==> src/rtl/game_session_ctrl.sv <==
// game_session_ctrl: score/lives session sequencer (IDLE/PLAY/PAUSE/OVER); define GAME_SESSION_SCORE_SAT_EN for a saturating score
module game_session_ctrl #(
  parameter int clk_mhz      = 50,
  parameter int w_score      = 3,
  parameter int w_lifes      = 3,
  parameter int lifes_init   = 3,
  parameter int win_score    = 4,
  parameter int pause_frames = 60,
  parameter int w_pause      = $clog2(pause_frames + 1)
) (
  input  logic               clk,
  input  logic               rst,
  input  logic               start,
  input  logic               frame_tick,
  input  logic               point,
  input  logic               life_lost,
  output logic               game_run,
  output logic               launch,
  output logic [w_score-1:0] score,
  output logic [w_lifes-1:0] n_lifes,
  output logic [1:0]         state,
  output logic               won
);
  typedef enum logic [1:0] {IDLE, PLAY, PAUSE, OVER} state_t;
  if (clk_mhz < 1 || pause_frames < 1 || lifes_init < 1 || lifes_init >= 2**w_lifes) begin : g_bad
    $error("game_session_ctrl: illegal parameters");
  end
  state_t             st;
  logic               start_q;
  logic [w_pause-1:0] cnt;
  logic [w_score-1:0] score_nx;
  logic               start_rise;
  logic               win;
  assign state      = st;
  assign start_rise = start & ~start_q;
`ifdef GAME_SESSION_SCORE_SAT_EN
  assign score_nx = &score ? score : score + 1'b1;
`else
  assign score_nx = score + 1'b1;
`endif
  assign win = win_score != 0 && 32'(score_nx) == win_score;
  always_ff @(posedge clk or posedge rst)
    if (rst) begin
      st       <= IDLE;
      start_q  <= 1'b1;
      cnt      <= '0;
      game_run <= 1'b0;
      launch   <= 1'b0;
      score    <= '0;
      n_lifes  <= w_lifes'(lifes_init);
      won      <= 1'b0;
    end else begin
      start_q <= start;
      launch  <= 1'b0;
      case (st)
        IDLE, OVER:
          if (start_rise) begin
            score    <= '0;
            n_lifes  <= w_lifes'(lifes_init);
            won      <= 1'b0;
            st       <= PLAY;
            game_run <= 1'b1;
            launch   <= 1'b1;
          end
        PLAY: begin
          if (point) score <= score_nx;
          if (life_lost) n_lifes <= n_lifes - 1'b1;
          // a win outranks both running out of lives and pausing
          if (point && win) begin
            won      <= 1'b1;
            st       <= OVER;
            game_run <= 1'b0;
          end else if (life_lost) begin
            game_run <= 1'b0;
            cnt      <= w_pause'(pause_frames);
            st       <= n_lifes == 1 ? OVER : PAUSE;
          end
        end
        PAUSE:
          if (frame_tick) begin
            cnt <= cnt - 1'b1;
            if (cnt == 1) begin
              st       <= PLAY;
              game_run <= 1'b1;
              launch   <= 1'b1;
            end
          end
        default: st <= IDLE;
      endcase
    end
endmodule

==> config.mk <==
export PLATFORM = sky130hd
export DESIGN_NAME = game_session_ctrl
export DESIGN_NICKNAME = d
export VERILOG_FILES = /design/src/rtl/game_session_ctrl.sv
export SDC_FILE = /design/constraint.sdc
export NUM_CORES = 1
export LEC_CHECK = 0
export ABC_AREA = 1
export BUFFER_PORTS_ARGS = -buffer_cell sky130_fd_sc_hd__buf_2
export CAP_MARGIN = 20
export CORE_MARGIN = 8
export CORE_UTILIZATION = 58
export DETAILED_ROUTE_END_ITERATION = 10
export GPL_TIMING_DRIVEN = 0
export PLACE_DENSITY_LB_ADDON = 0.05
export SYNTH_ARGS = -nofsm -noshare
export SYNTH_HDL_FRONTEND = slang
export SYNTH_SLANG_ARGS = --single-unit
==> constraint.sdc <==
create_clock -name clk -period 2.85 [get_ports clk]
set_input_delay 0.1425 -clock clk [delete_from_list [all_inputs] [get_ports clk]]
set_output_delay 0.1425 -clock clk [all_outputs]
set_load 0.02 [all_outputs]
==> summary.md <==
| Metric | Value |
|---|---|
| Placed Area | `0.00117 mm²` |
| 1st-iter DRT viols | `22` |
| Hold Path Class | `input pin to register` |
| CP most frequent cell | `nand2_1` |
| Synth Warn # | `0` |
| Seq/Total Area, Yosys | `42.9%` |
| Tightest Pin Transition | `0.664 ns` |
| Synthesized instance count | `132` |
| Via density | `4.96` |
| Final WL | `2020 µm` |
| Wire per inst | `11.3 µm` |
| CTS Sinks | `18` |
| DRT antenna net count | `0` |
| Largest net degree at the start of global routing | `19` |
| WL met2 | `932 µm` |
| Core Area | `0.00173 mm²` |
| Clk buf depth | `2` |
| Final nets | `169` |
| Vert. Die Dim | `58.7 µm` |
| Final Skew | `0.00594 ns` |
| Post-layout minimum cycle time | `1.59 ns` |
| Final setup violation count | `0` |
| Initial antenna violation count | `0` |
| Largest stage delay, worst path | `0.42 ns` |
| Starting density of the core | `61.3%` |
| PostCTS Resize Cnt | `0` |
| Slew Limit Fails | `0` |
| Status | `finished clean` |
| Wire length of the first global-routing pass | `3600 µm` |
| CP Class | `register to register` |
| CTS clk-pin slew, worst paths | `0.11 ns` |
| Netlist Area Pre-Place | `0.00106 mm²` |
| Mean area per synthesized cell | `8.02 µm²` |
| Endpoint type of the worst setup path | `register` |
| CP max stage cell | `dfrtp_1` |
| Fin crit share | `55.9%` |
| Yosys cell types | `19` |
| CP required | `3.05 ns` |
| Worst setup SP type | `register` |
| Antenna cell count | `0` |
| CP Data Arrival Time | `1.79 ns` |
| Max-cap viol count | `0` |
| GRT Total Usage | `13.3%` |
| Syn nets | `146` |
| Met3 WL | `60 µm` |
| Die ar. | `0.00345 mm²` |
| H-tree depth | `1` |
| Layout cell share with drive strength beyond 1 | `24.0%` |
| Slew Limit Headroom | `55.7%` |
| RSZ-0062 raised after global routing | `no` |
| Worst vdd ir | `869 µV` |
| Final GP Congestion | `0.840` |
| Die X | `58.7 µm` |
| Cell Rows | `15` |
| FMAX | `0.628 GHz` |
| Hold Vio Cnt, Final | `0` |
| CP Max Fanout | `5` |
| Vias | `887` |
| PD cells | `1140 mW/mm²` |
| Top cells by area, synth | `dfrtp_1, nand2_1, ha_1, nand3_1, dfstp_2` |
| Buffers on Ports | `16` |
| Vias in the first global route | `831` |
| Yosys top cell by area | `dfrtp_1` |
| CTS tree | `done` |
| Final instance area | `0.00123 mm²` |
| Ports | `17` |
| Synthesized flop and latch total | `18` |
| Leakage dissipation | `0.683 nW` |
| Hpwl dp | `1590 µm` |
| Worst path cell trace | `inv_1 -> ha_1 -> nand2_1 -> nand2_1 -> nor2_1 -> nand2_1 -> nand2_1 -> nand2_1` |
| Setup TNS Final | `0 ns` |
| Area Growth Syn to Fin | `15.8%` |
| Drc violations | `0` |
| Highest Signal Layer | `met4` |
| Drt pass-1 iters | `4` |
| Reg-to-reg slack, setup | `1.26 ns` |
| Total global routing overflow | `0` |
| Share of the synthesized area in the top cell type | `35.5%` |
| Clk_lat worst skew | `0.30 ns` |
| Metal-1 WL | `988 µm` |
| CTS buffer count | `3` |
| Clk root buf | `clkbuf_4` |
==> state kept, by name (all words and copies together) (netlist names) <==
signal	flops
score	3
state	2
launch	1
won	1
cnt	6
start_q	1
n_lifes	3
game_run	1
==> power breakdown <==
| group | internal [mW] | total, mW | switching, mW |
|---|---|---|---|
| logic | 0.284 | 0.806 | 0.522 |
| registers | 0.362 | 0.427 | 0.0646 |
| clock network | 0.0780 | 0.163 | 0.0854 |
==> Yosys cell counts (all sizes together) <==
cell type,instances
buf,2
o21ai,10
xor2,1
dfstp,3
dfrtp,15
ha,8
nor2,8
o211ai,1
o22ai,1
nand3,21
inv,22
nand2,39
or2,1
==> what timing repair did <==
| action | CTS | global route |
|---|---|---|
| endpoints found under the hold margin | 16 | 0 |
| setup buffers | 0 | 0 |
| endpoints found under the setup margin | 0 | 0 |
| hold buffers | 2 | 0 |
==> worst paths after layout <==
path / from / cells after the start / end
setup reg to reg: state[0] / 8 / game_run
hold / removal: frame_tick / 3 / launch
max in group asynchronous: rst / 3 / state[0]
hold reg to reg: n_lifes[0] / 2 / n_lifes[0]
setup / recovery: state[0] / 8 / game_run
min in group asynchronous: rst / 3 / cnt[1]
==> layout make-up <==
| class | count | area (µm²) |
|---|---|---|
| Multi-Input combinational cell | 90 | 499 |
| Clock buffer | 4 | 36.3 |
| Sequential cell | 18 | 454 |
| Tap cell | 25 | 31.3 |
| Buffer | 2 | 22.5 |
| Timing Repair Buffer | 18 | 100 |
| Fill cell | 149 | 500 |
| Inverter | 22 | 82.6 |
==> routing by layer <==
metal  vias up  global-route usage (%)
li1        460                       -
met1       405                    17.0
met2        17                    20.6
met3         5                    2.61
met4         0                    7.17
met5         -                       0
==> worst max-delay path: cells and delay by family, from the launching register on <==
family | cells | cell delay, ns
buf+inv | 1 | 0.06
fa+ha+maj | 1 | 0.33
simple gates | 6 | 0.69
flops | 1 | 0.42
==> cells in the final DEF, fill, tap and decap left out, drive strengths merged <==
master       count
xor2             1
nand2           39
nor2             8
o211ai           1
dfstp            3
nand3           21
ha               8
o22ai            1
buf             18
clkbuf           4
dfrtp           15
inv             22
o21ai           10
or2              1
dlygate4sd3      2
==> per-stage QoR <==
stage                     utilization, %  worst slack (ns)  hold WS [ns]  std cells  total power [mW]
after floorplan                        -              1.34        0.0789        132              1.05
after global routing                71.0              1.11         0.147        179              1.54
after CTS                           71.0              1.27         0.133        179              1.41
after global placement              67.8              1.32         0.269        173              1.21
final                               71.0              1.26         0.127        179              1.40
after detailed placement            67.8              1.28         0.268        173              1.24
==> cells by family (layout without fill, tap and decap cells) <==
group,Yosys count,in the layout,synth area share (%)
AND/OR/NAND/NOR,69,69,30.5
buffers and inverters,24,46,9.93
flip-flops,18,18,42.9
AO/OA/AOI/OAI,12,12,6.38
adder cells (fa/ha/maj),8,8,9.46
XOR/XNOR,1,1,0.828
Note: power is estimated with default switching activity, not from simulation.
